--- config.mk ---
export PLATFORM = sky130hd
export DESIGN_NAME = axi_traffic_gen
export DESIGN_NICKNAME = d
export VERILOG_FILES = /design/src/rtl/axi_pkg.sv /design/src/rtl/axi_tg_pattern.sv /design/src/rtl/axi_traffic_gen.sv
export SDC_FILE = /design/constraint.sdc
export NUM_CORES = 1
export LEC_CHECK = 0
export CORE_MARGIN = 2
export CORE_UTILIZATION = 39
export DETAILED_ROUTE_END_ITERATION = 12
export PLACE_DENSITY = 0.78
export SYNTH_ARGS = -nofsm -noshare
export SYNTH_HDL_FRONTEND = slang
export SYNTH_SLANG_ARGS = --single-unit
--- constraint.sdc ---
create_clock -name clk -period 5.3 [get_ports clk]
set_clock_uncertainty 0.15 [all_clocks]
set_input_delay 1.06 -clock clk [delete_from_list [all_inputs] [get_ports clk]]
set_output_delay 1.06 -clock clk [all_outputs]
set_load 0.03 [all_outputs]
--- src/rtl/axi_pkg.sv ---
// Shared definitions for the AXI traffic generator: FSM states, response codes
// and the saturating error-counter adder.
package axi_pkg;

    typedef enum logic [2:0] {
        StIdle,
        StAw,
        StW,
        StB,
        StAr,
        StR,
        StDone
    } tg_state_e;

    localparam logic [1:0] RespOkay   = 2'b00;
    localparam logic [1:0] RespSlverr = 2'b10;

    function automatic logic [15:0] sat_add16(input logic [15:0] a, input logic [2:0] b);
        logic [16:0] sum;
        sum = {1'b0, a} + {14'b0, b};
        return sum[16] ? 16'hFFFF : sum[15:0];
    endfunction

endpackage

--- src/rtl/axi_tg_pattern.sv ---
// Address/data pattern: burst start address for a transaction and the data
// word carried by a given beat of that burst.
module axi_tg_pattern
    import axi_pkg::*;
#(
    parameter int unsigned DATA_W    = 32,
    parameter int unsigned ADDR_W    = 32,
    parameter int unsigned BURST_LEN = 4
) (
    input  logic [15:0]       txn,
    input  logic [7:0]        beat,
    output logic [ADDR_W-1:0] addr,
    output logic [DATA_W-1:0] data
);

    localparam int unsigned BeatBytes = DATA_W / 8;
    localparam int unsigned TxnBytes  = BURST_LEN * BeatBytes;

    logic [ADDR_W-1:0] beat_addr;

    // ADDR_W-wide arithmetic gives the required modulo-2^ADDR_W truncation.
    assign addr      = ADDR_W'(txn) * ADDR_W'(TxnBytes);
    assign beat_addr = addr + ADDR_W'(beat) * ADDR_W'(BeatBytes);
    assign data      = DATA_W'(beat_addr);

endmodule

--- src/rtl/axi_traffic_gen.sv ---
// AXI write/read-back traffic generator: writes NUM_TXN incrementing bursts,
// reads each back, and counts response, data and rlast errors.
module axi_traffic_gen
    import axi_pkg::*;
#(
    parameter int unsigned DATA_W    = 32,
    parameter int unsigned ADDR_W    = 32,
    parameter int unsigned BURST_LEN = 4,
    parameter int unsigned NUM_TXN   = 8
) (
    input  logic              clk,
    input  logic              rst_n,
    input  logic              start,
    output logic              done,
    output logic [15:0]       err_cnt,
    output logic [ADDR_W-1:0] awaddr,
    output logic [7:0]        awlen,
    output logic              awvalid,
    input  logic              awready,
    output logic [DATA_W-1:0] wdata,
    output logic              wlast,
    output logic              wvalid,
    input  logic              wready,
    input  logic [1:0]        bresp,
    input  logic              bvalid,
    output logic              bready,
    output logic [ADDR_W-1:0] araddr,
    output logic [7:0]        arlen,
    output logic              arvalid,
    input  logic              arready,
    input  logic [DATA_W-1:0] rdata,
    input  logic [1:0]        rresp,
    input  logic              rlast,
    input  logic              rvalid,
    output logic              rready
);

    localparam logic [7:0]  LastBeat = 8'(BURST_LEN - 1);
    localparam logic [15:0] LastTxn  = 16'(NUM_TXN - 1);

    tg_state_e         state_q, state_d;
    logic [15:0]       txn_q, txn_d;
    logic [7:0]        beat_q, beat_d;
    logic [15:0]       err_q, err_d;
    logic              done_q, done_d;
    logic [2:0]        err_inc;
    logic              err_clr;
    logic              last_beat;
    logic [DATA_W-1:0] exp_rdata;

    axi_tg_pattern #(
        .DATA_W   (DATA_W),
        .ADDR_W   (ADDR_W),
        .BURST_LEN(BURST_LEN)
    ) u_wr_pattern (
        .txn (txn_q),
        .beat(beat_q),
        .addr(awaddr),
        .data(wdata)
    );

    axi_tg_pattern #(
        .DATA_W   (DATA_W),
        .ADDR_W   (ADDR_W),
        .BURST_LEN(BURST_LEN)
    ) u_rd_pattern (
        .txn (txn_q),
        .beat(beat_q),
        .addr(araddr),
        .data(exp_rdata)
    );

    assign last_beat = (beat_q == LastBeat);
    assign awlen     = LastBeat;
    assign arlen     = LastBeat;
    assign wlast     = (state_q == StW) && last_beat;
    assign done      = done_q;
    assign err_cnt   = err_q;

    always_comb begin
        state_d = state_q;
        txn_d   = txn_q;
        beat_d  = beat_q;
        done_d  = done_q;
        err_inc = 3'd0;
        err_clr = 1'b0;
        awvalid = 1'b0;
        wvalid  = 1'b0;
        bready  = 1'b0;
        arvalid = 1'b0;
        rready  = 1'b0;

        unique case (state_q)
            StIdle, StDone: begin
                if (start) begin
                    state_d = StAw;
                    txn_d   = 16'd0;
                    beat_d  = 8'd0;
                    done_d  = 1'b0;
                    err_clr = 1'b1;
                end
            end
            StAw: begin
                awvalid = 1'b1;
                if (awready) begin
                    state_d = StW;
                    beat_d  = 8'd0;
                end
            end
            StW: begin
                wvalid = 1'b1;
                if (wready) begin
                    if (last_beat) begin
                        state_d = StB;
                        beat_d  = 8'd0;
                    end else begin
                        beat_d = beat_q + 8'd1;
                    end
                end
            end
            StB: begin
                bready = 1'b1;
                if (bvalid) begin
                    err_inc = 3'(bresp != RespOkay);
                    state_d = StAr;
                end
            end
            StAr: begin
                arvalid = 1'b1;
                if (arready) begin
                    state_d = StR;
                    beat_d  = 8'd0;
                end
            end
            StR: begin
                rready = 1'b1;
                if (rvalid) begin
                    err_inc = 3'(rresp != RespOkay) + 3'(rdata != exp_rdata)
                            + 3'(rlast != last_beat);
                    // Early rlast ends the burst; a missing one still ends it on the last beat.
                    if (rlast || last_beat) begin
                        beat_d = 8'd0;
                        if (txn_q == LastTxn) begin
                            state_d = StDone;
                            done_d  = 1'b1;
                        end else begin
                            txn_d   = txn_q + 16'd1;
                            state_d = StAw;
                        end
                    end else begin
                        beat_d = beat_q + 8'd1;
                    end
                end
            end
            default: state_d = StIdle;
        endcase

        err_d = err_clr ? 16'd0 : sat_add16(err_q, err_inc);
    end

    always_ff @(posedge clk) begin
        if (!rst_n) begin
            state_q <= StIdle;
            txn_q   <= 16'd0;
            beat_q  <= 8'd0;
            err_q   <= 16'd0;
            done_q  <= 1'b0;
        end else begin
            state_q <= state_d;
            txn_q   <= txn_d;
            beat_q  <= beat_d;
            err_q   <= err_d;
            done_q  <= done_d;
        end
    end

endmodule

# [Yosys cells after proc, flatten, opt, wreduce, memory -nomap -nowiden]
# Cells that the tools add are included.
[totals] ff_bits=44 out_inout_bits=135 wordCells=84
[classes] addsub=6 n_eq_ne=20 n_mux=39 bitwise_logic=1 n_reduce_logical=13
[op_table] operator="$mux 16" n=5
[op_table] operator="$mux 8" n=7
[op_table] operator="$pmux 8 s5" n=1
[op_table] operator="$ne 32x32->1" n=1
[op_table] operator="$pmux 16 s2" n=1
[op_table] operator="$mux 3" n=10
[op_table] operator="$add 20x10->21" n=1
[op_table] operator="$ne 2x2->1 const B" n=10
[op_table] operator="$pmux 3 s6" n=1
[op_table] operator="$add 16x3->17" n=1
[op_table] operator="$add 16x1->16 const B" n=1
[op_table] operator="$eq 16x3->1 const B" n=1
[op_table] operator="$mux 1" n=12
[op_table] operator="$reduce_and 5->1" n=2
[op_table] operator="$eq 3x3->1 const B" n=3
[op_table] operator="$add 8x1->8 const B" n=1
[op_table] operator="$eq 8x2->1 const B" n=1
[op_table] operator="$reduce_and 8->1" n=1
[op_table] operator="$eq 3x2->1 const B" n=2
[op_table] operator="$pmux 3 s2" n=1
[op_table] operator="$reduce_and 6->1" n=1
[op_table] operator="$reduce_bool 2->1" n=3
[op_table] operator="$reduce_bool 5->1" n=1
[op_table] operator="$reduce_or 2->1" n=2
[op_table] operator="other kinds (9)" n=9

# [Longest topological paths before layout]
# Gate-level depths: netlist (run 1).
[logic_depth] depth_word=8 depth_mapped=19 ltp_nobuf=18

# [Hierarchy]
# From an unflattened synthesis (run 1), not the netlist that was laid out.
[hier_totals] hier_cells=594 area_unflattened_um2=4752.1
[modules_own_cells] mod="axi_traffic_gen" n_inst=1 cells_each=365 area_per_inst_um2=3007.9
[modules_own_cells] mod="axi_tg_pattern at u_wr_pattern" n_inst=1 cells_each=114 area_per_inst_um2=875.8
[modules_own_cells] mod="axi_tg_pattern at u_rd_pattern" n_inst=1 cells_each=115 area_per_inst_um2=868.3

# [Worst setup path before layout (run 1)]
# OpenSTA, ideal clock, no wires.
[synth_path] path_kind="register to register" start="register txn_q[0]" end="register err_q[10] (netlist: err_cnt[10])" setup_time_ns=0.071 arrival_time_ns=5.268 t_required_ns=5.079 setup_slack_ns=-0.189 stages_incl_launch_ff=19 path_buffers=1 path_cell_list="dfxtp_1 -> ha_1 -> fa_1 -> a211oi_1 -> nor4_1 -> or4_4 -> xnor2_2 -> o2111ai_1 -> or4_1 -> nor4_2 -> fa_1 -> o22ai_1 -> ha_1 -> inv_1 -> fa_1 -> nor3_1 -> nand2_1 -> clkbuf_1 -> a21oi_1"
[synth_between] elab_chain_cells=8
[synth_lines] element="start: declaration" line="axi_traffic_gen.sv:42" rtl="logic [15:0] txn_q, txn_d;"
[synth_lines] element="start signal: assignment" line="axi_traffic_gen.sv:170" rtl="txn_q <= txn_d;"
[synth_lines] element="$add 20x10->21"
[synth_lines] element="net wdata[12]" line="axi_traffic_gen.sv:20" rtl="output logic [DATA_W-1:0] wdata,"
[synth_lines] element="$ne 32x32->1" line="axi_traffic_gen.sv:138" rtl="err_inc = 3'(rresp != RespOkay) + 3'(rdata != exp_rdata)"
[synth_lines] element="$add 1x1->2" line="axi_traffic_gen.sv:138"
[synth_lines] element="$add 2x1->3" line="axi_traffic_gen.sv:139" rtl="+ 3'(rlast != last_beat);"
[synth_lines] element="$mux 3" line="axi_traffic_gen.sv:137" rtl="if (rvalid) begin"
[synth_lines] element="$pmux 3 s2" line="axi_traffic_gen.sv:93" rtl="unique case (state_q)"
[synth_lines] element="$add 16x3->17" line="axi_pkg.sv:20" rtl="sum = {1'b0, a} + {14'b0, b};"
[synth_lines] element="$mux 16" line="axi_pkg.sv:21" rtl="return sum[16] ? 16'hFFFF : sum[15:0];"
[synth_lines] element="end signal: assignment" line="axi_traffic_gen.sv:172" rtl="err_q <= err_d;"
[synth_lines] element="end: declaration" line="axi_traffic_gen.sv:44" rtl="logic [15:0] err_q, err_d;"
# The timed path passes the listed nets, and every way through them passes these cells.
# A chain may end at the register's enable or synchronous reset.

# [Worst setup path in the final report (run 1)]
[layout_path] start="input rdata[29]" end="register err_q[14] (netlist: err_cnt[14])"
[layout_between] elab_chain_cells=7
[layout_lines] element="start: declaration" line="axi_traffic_gen.sv:31" rtl="input logic [DATA_W-1:0] rdata,"
[layout_lines] element="$ne 32x32->1" line="axi_traffic_gen.sv:138"
[layout_lines] element="$add 1x1->2" line="axi_traffic_gen.sv:138"
[layout_lines] element="$add 2x1->3" line="axi_traffic_gen.sv:139"
[layout_lines] element="$mux 3" line="axi_traffic_gen.sv:137"
[layout_lines] element="$pmux 3 s2" line="axi_traffic_gen.sv:93"
[layout_lines] element="$add 16x3->17" line="axi_pkg.sv:20"
[layout_lines] element="$mux 16" line="axi_pkg.sv:21"
# Every way passes these cells.

==> run summary, run 1 <==
worst skew pair latency: 0.29 ns
static leakage: 2.08 nW
post-route minimum period: 5.17 ns
vias per inst: 5.01
CTS H-tree depth: 2
RePlAce Congestion: 0.884
Max-Slew Margin vs Limit: 60.3%
slowest CP cell: or4_4
drt total wl: 10,900 µm
Inserted Clock Buffers: 5
Critical Path AT: 5.19 ns
vias in the first global route: 3,579
CP required: 5.33 ns
crit path kind: in2reg
largest net degree at the start of global routing: 32
Final Power: 0.983 mW
Final HPWL DP: 8480 µm
Yosys reg bits: 44
gr usage total: 18.7%
critical-path cell list: buf_6, or4_4, a2111oi_4, nand4_1, nor4_1, nand4_1, or4_4, nor4_4, buf_4, fa_1, o22ai_2, ha_2, inv_2, fa_2, nor3_4, nand3_1, nor3b_2, nor3_2
first-pass GRT wire length: 17,300 µm
clk root buf: clkbuf_8
WHS: 0.372 ns
Critical Path End Type: flop
Slew Viols, Final: 0
number of antenna diodes: 0
initial antenna violation count: 0
Die Ht: 104 µm
measured slew at the worst slew-check pin: 0.591 ns
fraction of registers with async set/reset: 0%
min-delay worst type: reg2reg
CTS tree: built
Yosys Warn Count: 0
RSZ-0062 raised after global routing: true
Netlist Area Pre-Place: 0.00394 mm²
Post-DP Area: 0.00509 mm²
Starting Density: 40.3%
post-synthesis sequential area ratio: 22.4%
I/O pin cnt: 180
nets@finish: 687
max cap viols: 0
most common cell after layout, fill and taps aside: clkdlybuf4s50_1
CP max FO: 4
post-synth top area cell: dfxtp_1
WL/cell: 14.2 µm
Area growth syn-to-layout: 34.8%
die area: 0.0109 mm²
synth top area cells: dfxtp_1 22%, buf_4 15%, xnor2_1 7.3%, xor2_1 5.3%, nor2_1 4.9%
Unique masters post-synth: 58
Finished Cell Area: 0.00531 mm²
Core Footprint: 0.00977 mm²
final hold viol count: 0
global route overflow: 0
Routed Antenna Nets: 0
dominant synthesized flop cell: dfxtp_1
first-pass detailed-route iteration total: 6
Crit path max-delay family: simple AND/OR/NAND/NOR gates
final setup margin: 0.132 ns
area share of the largest cell type after synthesis: 22.4%
Startpoint Class: input port
hold buffer count at cts: 0
CTS sink cnt: 44
Setup WS pre-CTS: -0.636 ns
Worst Path Buf+Inv: 3
Fmax: 194 MHz
final cycle utilization of the critical path: 97.5%
residual DRC count: 0
Syn Area/Cell: 7.72 µm²
maximum VDD drop: 0.230 mV
PD cells: 185 mW/mm²
most frequent cells in the layout: 113 x clkdlybuf4s50_1, 61 x conb_1, 50 x nor2_1
number of flops mapped to enable cells by yosys: 0
share of post-route cells with drive strength above 1: 11.9%
die width: 104 µm
CTS max path bufs: 2
via count: 3,821
Syn Inst Count: 510
Clk pin slew, worst setup/hold paths: 0.08 ns
outcome: completed
port bufs: 118
number of DRC markers in iteration 0: 181
final setup vio count: 0
CP max stage delay: 0.53 ns
Rows: 36
final core occ: 54.3%
==> per-layer routing <==
metal	track usage, %	vias to the layer above	wire, µm
li1	-	1876	-
met1	22.9	1780	4510
met2	34.1	150	5480
met3	3.20	15	724
met4	3.96	0	139
met5	0	-	0
==> logic make-up after synthesis <==
kind of cell,Yosys count,synth area share (%)
xor gates and xnor gates,58,13.1
adders and majority gates,14,5.02
muxes,8,2.10
and+or+nand+nor,182,24.8
other,2,0.191
AOI/OAI and AO/OA,81,13.1
DFF,44,22.4
buffers and inverters,121,19.4
==> power by group <==
part / switching, mW / internal (mW)
combinational: 0.223 / 0.132
clock: 0.109 / 0.140
sequential: 0.0350 / 0.345
total: 0.367 / 0.616
==> synthesized netlist by cell type (8+ instances only) <==
cell       n
o21ai_0   20
xnor2_1   33
xor2_1    24
nand2b_1  10
inv_1     19
nor2_1    51
dfxtp_1   44
nand2_1   23
nor3_1    17
ha_1      11
and3_1     8
clkbuf_1  19
nand4_1   14
nand3_1   16
a21oi_1   23
buf_4     80
==> worst min-delay path: stages (launching register included) <==
cell,delay (ns)
dfxtp_1,0.36
a21oi_1,0.05
nor2_1,0.07
==> state kept, by name (all words and copies together), names as in the netlist <==
| name | cells |
|---|---|
| err_cnt | 16 |
| state_q | 3 |
| done | 1 |
| beat_q | 8 |
| txn_q | 16 |
==> area by class of cell <==
cell class / instances / area [µm²]
fillers: 921 / 4470
multi-input cells: 404 / 2610
repair buffers: 154 / 1470
flip-flops and latches: 44 / 882
well taps: 133 / 166
clock buffers: 6 / 72.6
inverters: 19 / 71.3
clock inverters: 2 / 35.0
==> path summary, 6_finish.rpt <==
path	start	end	slack (ns)	depth (start not counted)
setup reg to reg	txn_q[0]	err_cnt[14]	0.17	19
setup / recovery	rdata[29]	err_cnt[14]	0.13	18
hold / removal	done	done	0.37	2
hold reg to reg	done	done	0.37	2
==> metrics by stage <==
stage	instances	setup TNS (ns)
6_report	762	0
5_1_grt	762	-0.219
4_1_cts	762	0
3_5_place_dp	753	-9.28
3_3_place_gp	753	-8.02
2_1_floorplan	569	0
==> repair_timing <==
| action | CTS | global route |
|---|---|---|
| setup endpoints to repair | 16 | 16 |
| endpoints found under the hold margin | 0 | 0 |
| pin swaps | 14 | 20 |
| gates resized for setup | 13 | 20 |
| setup buffers | 1 | 0 |
(Power assumes the default switching activity.)
==> run 2, diff against run 1 <==
--- a/config.mk
+++ b/config.mk
@@ -5,10 +5,13 @@
 export SDC_FILE = /design/constraint.sdc
 export NUM_CORES = 1
 export LEC_CHECK = 0
+export CELL_PAD_IN_SITES_DETAIL_PLACEMENT = 1
+export CELL_PAD_IN_SITES_GLOBAL_PLACEMENT = 2
 export CORE_MARGIN = 2
-export CORE_UTILIZATION = 39
+export CORE_UTILIZATION = 20
 export DETAILED_ROUTE_END_ITERATION = 12
-export PLACE_DENSITY = 0.78
+export GPL_ROUTABILITY_DRIVEN = 1
+export PLACE_DENSITY = 0.76
 export SYNTH_ARGS = -nofsm -noshare
 export SYNTH_HDL_FRONTEND = slang
 export SYNTH_SLANG_ARGS = --single-unit
==> run summary, run 2 (synthesis gave the netlist of run 1 again) <==
CP max FO: 3 (was 4)
reg2reg start: beat_q[2] (was txn_q[0])
drt total wl: 13,600 µm (was 10,900 µm)
worst skew pair latency: 0.29 ns (about the same)
Starting Density: 20.3% (was 40.3%)
Clk pin slew, worst setup/hold paths: 0.06 ns (was 0.08 ns)
CTS H-tree depth: 2 (unchanged)
CTS sink cnt: 44 (unchanged)
CP startpoint: beat_q[2] (was rdata[29])
Critical Path End Type: flop (unchanged)
measured slew at the worst slew-check pin: 0.798 ns (was 0.591 ns)
I/O pin cnt: 180 (unchanged)
number of fill cells: 2,365 (was 921)
crit path kind: reg2reg (was in2reg)
Reg-to-Reg End: err_cnt[14] (unchanged)
post-route minimum period: 5.19 ns (was 5.17 ns)
most common cell after layout, fill and taps aside: clkdlybuf4s50_1 (unchanged)
die area: 0.0208 mm² (was 0.0109 mm²)
TNS Setup: 0 ns (unchanged)
final hold viol count: 0 (unchanged)
Fmax: 193 MHz (was 194 MHz)
first-pass GRT wire length: 20,700 µm (was 17,300 µm)
most frequent cells in the layout: 113 x clkdlybuf4s50_1, 61 x conb_1, 50 x nor2_1 (unchanged)
global route overflow: 0 (unchanged)
via count: 3,857 (was 3,821)
PD cells: 192 mW/mm² (was 185 mW/mm²)
Rows: 51 (was 36)
min-delay worst type: reg2reg (unchanged)
final setup vio count: 0 (unchanged)
RePlAce Congestion: 0.881 (was 0.884)
Critical Path End: err_cnt[14] (unchanged)
first-pass detailed-route iteration total: 4 (was 6)
CTS max path bufs: 2 (unchanged)
residual DRC count: 0 (unchanged)
clk root buf: clkbuf_16 (was clkbuf_8)
Startpoint Class: flop (was input port)
Core Footprint: 0.0194 mm² (was 0.00977 mm²)
final cycle utilization of the critical path: 97.9% (was 97.5%)
Final Power: 1.06 mW (was 0.983 mW)
static leakage: 2.10 nW (was 2.08 nW)
Worst R2R Setup Slack: 0.11 ns (was 0.17 ns)
vias per inst: 4.29 (was 5.01)
port bufs: 118 (unchanged)
initial antenna violation count: 1 (was 0)
outcome: completed (unchanged)
Area growth syn-to-layout: 40.6% (was 34.8%)
gr usage total: 12.6% (was 18.7%)
Final HPWL DP: 11,000 µm (was 8480 µm)
share of post-route cells with drive strength above 1: 12.8% (was 11.9%)
HP Start: done (unchanged)
CTS tree: built (unchanged)
WL/cell: 15.1 µm (was 14.2 µm)
Max-Slew Margin vs Limit: 46.8% (was 60.3%)
Inserted Clock Buffers: 5 (unchanged)
CP required: 5.30 ns (was 5.33 ns)
Routed Antenna Nets: 0 (unchanged)
maximum VDD drop: 0.113 mV (was 0.230 mV)
nets@finish: 692 (was 687)
reg2reg path depth: 19 (unchanged)
Critical Path AT: 5.19 ns (about the same)
vias in the first global route: 3,922 (was 3,579)
Slew Viols, Final: 0 (unchanged)
Die Ht: 144 µm (was 104 µm)
number of antenna diodes: 0 (unchanged)
largest net degree at the start of global routing: 19 (was 32)
RSZ-0062 raised after global routing: true (unchanged)
max cap viols: 0 (unchanged)
number of DRC markers in iteration 0: 113 (was 181)
die width: 144 µm (was 104 µm)
[run 2: cell types whose count changed in the layout (fill, tap and decap cells not counted), moves of 2 or more]
| cell | delta |
|---|---|
| buf_4 | +5 |
| buf_6 | -2 |
| clkbuf_8 | -5 |
| dlymetal6s2s_1 | -3 |
| dlygate4sd2_1 | +4 |
| clkbuf_16 | +5 |
[run 2: power by group]
group / total (mW) / internal [mW] / switching [mW]
logic: 0.368 / 0.132 / 0.236
clock network: 0.313 / 0.174 / 0.139
registers: 0.381 / 0.345 / 0.0359
[run 2: critical path, cell delays in order, from the launching register on]
cell,delay (ns)
dfxtp_2,0.34
ha_4,0.16
fa_2,0.38
a211oi_2,0.31
nor4_1,0.08
or4_4,0.56
xnor2_2,0.20
o2111ai_2,0.15
or4_4,0.52
nor4_4,0.25
buf_4,0.16
fa_1,0.41
o22ai_2,0.18
ha_2,0.22
inv_2,0.04
fa_2,0.37
nor3_4,0.18
nand3_1,0.12
nor3b_2,0.19
nor3_1,0.07
[run 2: through the flow]
stage | setup WS [ns] | cell area (µm²) | instances | utilization [%] | hold slack (ns)
detailed placement | -0.833 | 5280 | 888 | 27.2 | 0.322
global placement | -0.747 | 5280 | 888 | 27.2 | 0.317
floorplan | 0.0192 | 4170 | 569 | - | 0.360
global route | -0.123 | 5540 | 899 | 28.5 | 0.360
CTS | 0.00703 | 5480 | 897 | 28.2 | 0.341
finish | 0.110 | 5540 | 899 | 28.5 | 0.331
[run 2: layout make-up]
class	count	area, µm²	area share, %
flip-flops and latches	44	883	16.0
multi-input cells	404	2620	47.3
repair buffers	159	1490	26.9
well taps	265	332	5.99
clock inverters	3	18.8	0.339
inverters	19	71.3	1.29
clock buffers	5	125	2.26
[run 2: how the worst min path moves through the flow]
stage | end | slack [ns] | depth (start not counted)
floorplan | beat_q[7] | 0.36 | 2
global placement | done | 0.32 | 2
detailed placement | done | 0.32 | 2
CTS | done | 0.34 | 2
global route | done | 0.36 | 2
finish | done | 0.33 | 2
[run 2: timing repair]
action                                  CTS  global route
setup buffers                             1             1
resized for setup                        20            11
cloned                                    0             1
pin swaps                                15            20
hold buffers                              0             0
endpoints found under the setup margin   16            16
[run 2: per-layer routing]
layer / wire length (µm) / vias up / GRT usage, %
li1: - / 1882 / -
met1: 5630 / 1849 / 14.9
met2: 6820 / 114 / 22.3
met3: 956 / 12 / 3.97
met4: 170 / 0 / 2.30
met5: 0 / - / 0
==> run 3, diff against run 2 <==
--- a/config.mk
+++ b/config.mk
@@ -11,7 +11,7 @@
 export CORE_UTILIZATION = 20
 export DETAILED_ROUTE_END_ITERATION = 12
 export GPL_ROUTABILITY_DRIVEN = 1
-export PLACE_DENSITY = 0.76
+export PLACE_DENSITY = 0.84
 export SYNTH_ARGS = -nofsm -noshare
 export SYNTH_HDL_FRONTEND = slang
 export SYNTH_SLANG_ARGS = --single-unit
==> run summary, run 3 (synthesis gave the netlist of run 1 again) <==
outcome: completed (unchanged)
WHS: 0.329 ns (was 0.331 ns)
number of fill cells: 2,385 (was 2,365)
gr usage total: 11.3% (was 12.6%)
Critical Path AT: 5.13 ns (was 5.19 ns)
min-delay worst type: reg2reg (unchanged)
Rows: 51 (unchanged)
CTS sink cnt: 44 (unchanged)
Setup WS pre-CTS: -0.937 ns (was -0.833 ns)
measured slew at the worst slew-check pin: 0.655 ns (was 0.798 ns)
residual DRC count: 0 (unchanged)
die width: 144 µm (unchanged)
Final HPWL DP: 9950 µm (was 11,000 µm)
nets@finish: 692 (unchanged)
port bufs: 118 (unchanged)
Final Power: 1.04 mW (was 1.06 mW)
share of post-route cells with drive strength above 1: 13.6% (was 12.8%)
RSZ-0062 raised after global routing: true (unchanged)
Starting Density: 20.3% (unchanged)
Slew Viols, Final: 0 (unchanged)
first-pass detailed-route iteration total: 4 (unchanged)
number of antenna diodes: 0 (unchanged)
PD cells: 186 mW/mm² (was 192 mW/mm²)
multi-input logic area: 0.00268 mm² (was 0.00262 mm²)
clk root buf: clkbuf_16 (unchanged)
Critical Path End Type: flop (unchanged)
CTS tree: built (unchanged)
final hold viol count: 0 (unchanged)
post-route minimum period: 5.11 ns (was 5.19 ns)
CTS max path bufs: 2 (unchanged)
Startpoint Class: flop (unchanged)
vias in the first global route: 3,669 (was 3,922)
vias per inst: 4.18 (was 4.29)
CP max stage delay: 0.51 ns (was 0.56 ns)
sequential cell area: 883 µm² (unchanged)
via count: 3,757 (was 3,857)
I/O pin cnt: 180 (unchanged)
CTS H-tree depth: 2 (unchanged)
Crit path max-delay family: adder cells (was simple AND/OR/NAND/NOR gates)
Fmax: 196 MHz (was 193 MHz)
slowest CP cell: or4_4 (unchanged)
CP required: 5.32 ns (was 5.30 ns)
static leakage: 2.11 nW (was 2.10 nW)
Area growth syn-to-layout: 41.8% (was 40.6%)
TNS Setup: 0 ns (unchanged)
largest net degree at the start of global routing: 18 (was 19)
critical-path cell list: ha_4, fa_2, buf_4, a211o_1, a2111oi_4, or4_4, xnor2_2, o2111ai_2, or4_4, nor4_4, buf_4, fa_1, o22ai_1, ha_2, inv_2, fa_2, nor3_4, nand3_1, nor3b_2, nor3_2 (was ha_4, fa_2, a211oi_2, nor4_1, or4_4, xnor2_2, o2111ai_2, or4_4, nor4_4, buf_4, fa_1, o22ai_2, ha_2, inv_2, fa_2, nor3_4, nand3_1, nor3b_2, nor3_1)
Die Ht: 144 µm (unchanged)
worst skew pair latency: 0.29 ns (about the same)
Post-DP Area: 0.00529 mm² (was 0.00528 mm²)
initial antenna violation count: 0 (was 1)
final cycle utilization of the critical path: 96.4% (was 97.9%)
CP max FO: 4 (was 3)
max cap viols: 0 (unchanged)
maximum VDD drop: 0.150 mV (was 0.113 mV)
WL/cell: 13.7 µm (was 15.1 µm)
number of DRC markers in iteration 0: 78 (was 113)
global route overflow: 0 (unchanged)
Clk pin slew, worst setup/hold paths: 0.06 ns (about the same)
RePlAce Congestion: 0.787 (was 0.881)
most common cell after layout, fill and taps aside: clkdlybuf4s50_1 (unchanged)
Worst Path Buf+Inv: 3 (was 2)
Routed Antenna Nets: 0 (unchanged)
final setup vio count: 0 (unchanged)
drt total wl: 12,300 µm (was 13,600 µm)
die area: 0.0208 mm² (unchanged)
Max-Slew Margin vs Limit: 56.3% (was 46.8%)
final setup margin: 0.190 ns (was 0.110 ns)
Inserted Clock Buffers: 5 (unchanged)
first-pass GRT wire length: 18,800 µm (was 20,700 µm)
Finished Cell Area: 0.00558 mm² (was 0.00554 mm²)
most frequent cells in the layout: 113 x clkdlybuf4s50_1, 61 x conb_1, 51 x nor2_1 (was 113 x clkdlybuf4s50_1, 61 x conb_1, 50 x nor2_1)
crit path kind: reg2reg (unchanged)
Core Footprint: 0.0194 mm² (unchanged)
==> run 3: changes by cell type in the layout (fill, tap and decap cells not counted), sizes merged <==
cell,before,now
clkbuf,5,8
clkinvlp,0,1
clkinv,3,1
dlygate4sd2,4,1
==> run 3: final timing paths <==
kind	from	to	slack [ns]	cells past startpoint
setup / recovery	txn_q[0]	err_cnt[14]	0.19	20
hold / removal	done	done	0.33	2
setup reg to reg	txn_q[0]	err_cnt[14]	0.19	20
hold reg to reg	done	done	0.33	2
==> run 3: layout make-up <==
cell class                 count  share of cell area [%]
clock buffer                   5                    2.24
clock inverter                 2                   0.224
inverter                      19                    1.28
multi-input combinational    404                    48.0
sequential                    44                    15.8
tap                          265                    5.94
timing repair buffer         159                    26.5
==> run 3: worst reg2reg max path, cell delays in order, from the launching register on <==
cell	delay, ns
dfxtp_2	0.34
ha_4	0.16
fa_2	0.37
buf_4	0.15
a211o_1	0.33
a2111oi_4	0.30
or4_4	0.21
xnor2_2	0.13
o2111ai_2	0.15
or4_4	0.51
nor4_4	0.22
buf_4	0.17
fa_1	0.42
o22ai_1	0.17
ha_2	0.22
inv_2	0.04
fa_2	0.39
nor3_4	0.17
nand3_1	0.12
nor3b_2	0.21
nor3_2	0.05
==> run 3: power by group <==
part	internal, mW	switching [mW]
clock	0.171	0.129
combinational	0.130	0.229
sequential	0.345	0.0362
==> run 3: metal layers <==
layer  part of all wire [%]  global-route usage [%]  vias up
met3                    5.3                    2.02        5
met1                     48                    15.1     1762
met4                   0.69                    2.15        0
met2                     46                    19.2      107
met5                      0                       0        -
li1                       -                       -     1883
==> run 3: timing repair <==
| item | 4_1_cts | 5_1_grt |
|---|---|---|
| pin swaps | 15 | 12 |
| endpoints found under the setup margin | 16 | 15 |
| resized for setup | 24 | 20 |
| setup buffers | 0 | 1 |
| hold buffers | 0 | 0 |
==> run 3: per-stage QoR <==
stage | utilization, % | std cells
after global routing | 28.8 | 898
after floorplan | - | 569
after global placement | 27.3 | 890
after CTS | 28.4 | 897
final | 28.8 | 898
after detailed placement | 27.3 | 890
==> edit 1 (config.mk and constraints of run 2) <==
One comparison of `beat_q` changes from == to >=.
--- a/src/rtl/axi_traffic_gen.sv
+++ b/src/rtl/axi_traffic_gen.sv
@@ -71,5 +71,5 @@
     );
 
-    assign last_beat = (beat_q == LastBeat);
+    assign last_beat = (beat_q >= LastBeat);
     assign awlen     = LastBeat;
     assign arlen     = LastBeat;
Behaviour: no difference found for any inputs over 10 cycles, from zero or initial values and one cycle with rst_n low; that may be too few to reach the edited logic, so the function may still have changed.
==> edit 1 against run 2 <==
- the flow now finishes with violations (negative setup slack)
- design area is 3.6% higher
- setup slack worse by 0.12 ns
- routed wire length is 7.7% lower
- non-clock buffer count is 9 higher
- largest cell class unchanged
- sequential cell count stayed put
- count of clock-buffer cells in the layout is 2 higher
- power is 0.64% lower
- die area is 2.7% higher
- sequential power is 2% lower
- core utilization is 0.080 points higher
- sequential share of layout area is 0.44 points lower
- worst hold slack worse by 0.014 ns
- highest routed layer unchanged
- synthesized area is 2.8% higher
==> edit 1: results (changes against run 2) <==
| Metric | Value |
|---|---|
| FF-to-FF End | err_cnt[12]$_SDFF_PP0_ (was err_cnt[14]$_SDFF_PP0_) |
| Worst path arrival time | 5.29 ns (was 5.19 ns) |
| CP top delay family | adder cells (was simple AND/OR/NAND/NOR gates) |
| Vias | 3698 (was 3857) |
| Final setup viols | 2 (was 0) |
| Worst hold endpoint | done$_SDFFE_PN0P_ (unchanged) |
| Worst hold path type | flop to flop (unchanged) |
| Worst reg2reg path depth | 24 (was 19) |
| DRT Pass-1 Iters | 4 (unchanged) |
| Register area share after synthesis | 21.8% (was 22.4%) |
| Routed WL | 12500 um (was 13600 um) |
| Inst Count DP | 886 (was 888) |
| Yosys warning total | 0 (unchanged) |
| Fin cells | 898 (was 899) |
| Gr usage total | 11.5% (was 12.6%) |
| Peak fanout along the critical path | 4 (was 3) |
| Top_reg_cell synth | dfxtp_1 (unchanged) |
| CP peak stage delay | 0.53 ns (was 0.56 ns) |
| IO Port Bufs | 118 (unchanged) |
| Synth unique cells | 69 (was 58) |
| Layout cells sized above 1 | 17.8% (was 12.8%) |
| Max H-tree Level | 2 (unchanged) |
| Synth top area cells | dfxtp_1 (22%), buf_4 (15%), xnor2_1 (7.4%) (was dfxtp_1 (22%), buf_4 (15%), xnor2_1 (7.3%)) |
| Worst Hold Launch | done$_SDFFE_PN0P_ (unchanged) |
| Syn Area/Cell | 8.21 um^2 (was 7.72 um^2) |
| Global-route wire length before repair | 20000 um (was 20700 um) |
| Slowest stage cell on the critical path | fa_2 (was or4_4) |
| GP Congestion | 0.789 (was 0.881) |
| N_diodes | 0 (unchanged) |
| P_leak | 2.17 nW (was 2.10 nW) |
| Dpl hpwl | 10100 um (was 11000 um) |
| Final net count | 686 (was 692) |
| Normalized max-slew margin | 22.9% (was 46.8%) |
| Synth cell count leaders | buf_4 (80), nor2_1 (47), dfxtp_1 (44) (was buf_4 (80), nor2_1 (51), dfxtp_1 (44)) |
| Setup ws final | -0.00539 ns (was 0.110 ns) |
| Failing checks | negative setup slack |
| Peak supply drop | 0.155 mV (was 0.113 mV) |
| CTS root buf | clkbuf_16 (unchanged) |
| WHS | 0.317 ns (was 0.331 ns) |
| Number of buffers created by CTS | 5 (unchanged) |
| Reg2reg setup slack | -0.005 ns (was 0.11 ns) |
| Antenna violations before repair | 0 (was 1) |
| Pin count of the biggest net entering global routing | 32 (was 19) |
| Clock latency at the later pin of the worst-skew pair | 0.29 ns (about the same) |
| R2R Path Start | txn_q[0]$_SDFFE_PN0P_ (was beat_q[2]$_SDFFE_PN0P_) |
| Initial drt markers | 107 (was 113) |
| Outcome | finished, violations left (was finished, final reports clean) |
==> edit 1: cell types whose count changed after synthesis, moves of 6 or more <==
cell | run 2 | this run
o21ai_0 | 20 | 13
nand2b_1 | 10 | 4
buf_2 | 1 | 11
and4_1 | 6 | 0
nor3_1 | 17 | 7
clkbuf_1 | 19 | 5
==> edit 1: where the power goes <==
part           internal, mW  total [mW]  switching [mW]
clock network         0.188       0.326           0.138
logic                 0.130       0.356           0.226
registers             0.343       0.372          0.0293
total                 0.661        1.05           0.393
==> edit 1: worst max path at each step <==
stage	to	from
floorplan	err_cnt[5]$_SDFF_PP0_	rdata[22]
global placement	err_cnt[14]$_SDFF_PP0_	rdata[22]
detailed placement	err_cnt[4]$_SDFF_PP0_	rdata[22]
CTS	err_cnt[14]$_SDFF_PP0_	beat_q[2]$_SDFFE_PN0P_
global route	err_cnt[12]$_SDFF_PP0_	txn_q[0]$_SDFFE_PN0P_
finish	err_cnt[12]$_SDFF_PP0_	txn_q[0]$_SDFFE_PN0P_
==> edit 1: cells by family after synthesis <==
kind of cell / share of synthesized area [%]
buf+inv: 19.8
mux: 1.76
simple gates: 22.8
compound gates: 14.5
fa+ha+maj: 4.88
other cells: 0.185
flops: 21.8
xor+xnor: 14.3
==> edit 1: worst min-delay path: cells and delay by family, from the launching register on <==
kind / cells / cell delay, ns
flops: 1 / 0.33
compound gates: 1 / 0.04
simple gates: 1 / 0.07
==> edit 1: stage by stage <==
step	setup TNS, ns	worst slack (ns)	utilization [%]	area (um^2)	power [mW]
6_report	-0.0105	-0.00539	28.6	5740	1.05
5_1_grt	-4.03	-0.300	28.6	5740	1.11
4_1_cts	-0.481	-0.0816	28.2	5640	1.07
3_5_place_dp	-11.66	-0.777	27.1	5430	0.740
3_3_place_gp	-9.19	-0.617	27.1	5430	0.737
2_1_floorplan	0	0.0253	-	4290	0.672
==> edit 1: metal layers <==
layer	vias to the layer above	track usage [%]	wire length, um
met5	-	0	0
met4	0	2.96	184
met3	11	2.13	730
met2	121	20.3	6120
met1	1755	14.4	5500
li1	1811	-	-
==> edit 1: what timing repair did <==
action	CTS	global route
pin swaps	23	17
buffers inserted	2	2
gates resized for setup	34	12
hold endpoints to repair	0	0
endpoints found under the setup margin	16	16
==> edit 1: final cells by class <==
cell class | instances | area, um^2
well taps | 270 | 338
clock buffers | 7 | 143
repair buffers | 168 | 1550
flip-flops and latches | 44 | 890
fillers | 2429 | 14300
clock inverters | 1 | 7.51
inverters | 22 | 82.6
multi-input cells | 386 | 2720
==> edit 2 (flow settings as in run 2) <==
Without the edit above. `ADDR_W` is set to 32 in 2 places; all go to 64.
--- a/src/rtl/axi_tg_pattern.sv
+++ b/src/rtl/axi_tg_pattern.sv
@@ -5,5 +5,5 @@
 #(
     parameter int unsigned DATA_W    = 32,
-    parameter int unsigned ADDR_W    = 32,
+    parameter int unsigned ADDR_W    = 64,
     parameter int unsigned BURST_LEN = 4
 ) (
--- a/src/rtl/axi_traffic_gen.sv
+++ b/src/rtl/axi_traffic_gen.sv
@@ -5,5 +5,5 @@
 #(
     parameter int unsigned DATA_W    = 32,
-    parameter int unsigned ADDR_W    = 32,
+    parameter int unsigned ADDR_W    = 64,
     parameter int unsigned BURST_LEN = 4,
     parameter int unsigned NUM_TXN   = 8
Interface: changed (resized araddr and awaddr); port bits go from 180 to 244. No check against the original RTL was run, so the function may have changed too.
==> edit 2 against run 2 <==
- sequential share of layout area down 0.98 points
- design area up 6.4%
- routed wire length is 0.46% lower
- final cell count grew 9.1%
- largest cell class unchanged
- power grew 4.3%
- sequential cell count unchanged
- synthesized area grew 12%
- setup slack lost 0.10 ns
==> edit 2: results (changes against run 2) <==
| Metric | Value |
|---|---|
| P_leak | 2.33 nW (was 2.10 nW) |
| Dpl hpwl | 11000 um (about the same) |
| Layout cells sized above 1 | 14.1% (was 12.8%) |
| Max H-tree Level | 2 (unchanged) |
| Worst Hold Launch | done$_SDFFE_PN0P_ (unchanged) |
| Global-route wire length before repair | 21100 um (was 20700 um) |
| GP Congestion | 0.823 (was 0.881) |
| Synth top area cells | buf_4 (24%), dfxtp_1 (20%), xnor2_1 (6.5%) (was dfxtp_1 (22%), buf_4 (15%), xnor2_1 (7.3%)) |
| Yosys warning total | 0 (unchanged) |
| Peak fanout along the critical path | 5 (was 3) |
| CTS Buffer Depth | 2 (unchanged) |
| Gr usage total | 11.2% (was 12.6%) |
| Placed Area | 5570 um^2 (was 5280 um^2) |
| CTS root buf | clkbuf_16 (unchanged) |
| Outcome | finished, final reports clean (unchanged) |
| Via/cell ratio | 4.04 (was 4.29) |
| Critical path launch point | rdata[29] (was beat_q[2]$_SDFFE_PN0P_) |
| Peak supply drop | 0.102 mV (was 0.113 mV) |
| Clock latency at the later pin of the worst-skew pair | 0.29 ns (about the same) |
| Pin count of the biggest net entering global routing | 17 (was 19) |
| Vias in the first global route | 3802 (was 3922) |
| Antenna violations before repair | 2 (was 1) |
| Measured slew at the worst slew-check pin | 0.757 ns (was 0.798 ns) |
| Synth cell count leaders | buf_4 (144), nor2_1 (51), dfxtp_1 (44) (was buf_4 (80), nor2_1 (51), dfxtp_1 (44)) |
| R2R Path Start | txn_q[0]$_SDFFE_PN0P_ (was beat_q[2]$_SDFFE_PN0P_) |
| Final net count | 759 (was 692) |
| DRT Pass-1 Iters | 4 (unchanged) |
| IO Port Bufs | 118 (unchanged) |
| Worst path arrival time | 5.32 ns (was 5.19 ns) |
| Initial drt markers | 145 (was 113) |
| Register area share after synthesis | 19.9% (was 22.4%) |
| WL/cell | 13.8 um (was 15.1 um) |
[edit 2: changes by cell type after synthesis, sizes merged]
cell / change
buf: +64
[edit 2: per-stage QoR]
stage | util, % | setup slack [ns] | instances | setup TNS, ns
4_1_cts | 26.7 | 0.0122 | 980 | 0
3_5_place_dp | 25.6 | -0.885 | 972 | -13.12
2_1_floorplan | - | 0.0192 | 697 | 0
3_3_place_gp | 25.6 | -0.711 | 972 | -10.29
6_report | 27.1 | 0.00481 | 981 | 0
5_1_grt | 27.1 | -0.184 | 980 | -2.47
[edit 2: critical path, stage by stage]
cell	delay, ns
buf_6	0.09
or4_4	0.53
a2111oi_4	0.27
nand4_1	0.15
nor4_2	0.25
nand4_1	0.18
or4_4	0.58
nor4_4	0.22
buf_4	0.16
fa_1	0.42
o22ai_2	0.18
ha_2	0.22
inv_2	0.04
fa_2	0.38
nor3_4	0.24
nand3_2	0.11
nor3b_2	0.18
nor3_1	0.06
[edit 2: where the power goes]
group | internal (mW) | total [mW] | switching [mW]
logic | 0.131 | 0.429 | 0.297
clock network | 0.172 | 0.299 | 0.127
registers | 0.345 | 0.380 | 0.0348
total | 0.648 | 1.11 | 0.459
[edit 2: layout make-up]
cell class,count,area (um^2)
fillers,2649,15900
multi-input cells,468,2930
repair buffers,162,1520
flip-flops and latches,44,882
well taps,280,350
clock buffers,6,129
inverters,19,71.3
clock inverters,1,5.00
diodes,1,2.50
[edit 2: final timing paths]
kind	depth (start not counted)	endpoint	slack, ns
worst max-delay path	18	err_cnt[14]$_SDFF_PP0_	0.005
worst min-delay path	2	done$_SDFFE_PN0P_	0.32
worst max register to register	19	err_cnt[14]$_SDFF_PP0_	0.09
worst min register to register	2	done$_SDFFE_PN0P_	0.32
[edit 2: kinds of logic (layout without fill, tap and decap cells)]
family	after synthesis	after routing	synth area share, %
buf+inv	185	188	28.2
compound gates	81	81	11.7
fa+ha+maj	14	14	4.47
mux	8	8	1.87
other cells	2	126	0.170
xor+xnor	58	58	11.7
simple gates	182	182	22.1
flops	44	44	19.9
[edit 2: what timing repair did]
item,CTS,global route
pin swaps,18,22
resized for setup,31,24
cloned,0,0
buffers inserted,1,0
endpoints found under the setup margin,16,16
[edit 2: per-layer routing]
layer / part of all wire [%] / global-route usage (%) / vias up / wire, um
met5: 0.052 / 0 / - / 7
met2: 50 / 19.5 / 126 / 6720
met1: 43 / 14.1 / 1885 / 5850
met4: 0.66 / 1.85 / 2 / 89
li1: - / - / 1944 / -
met3: 6.2 / 2.82 / 9 / 844
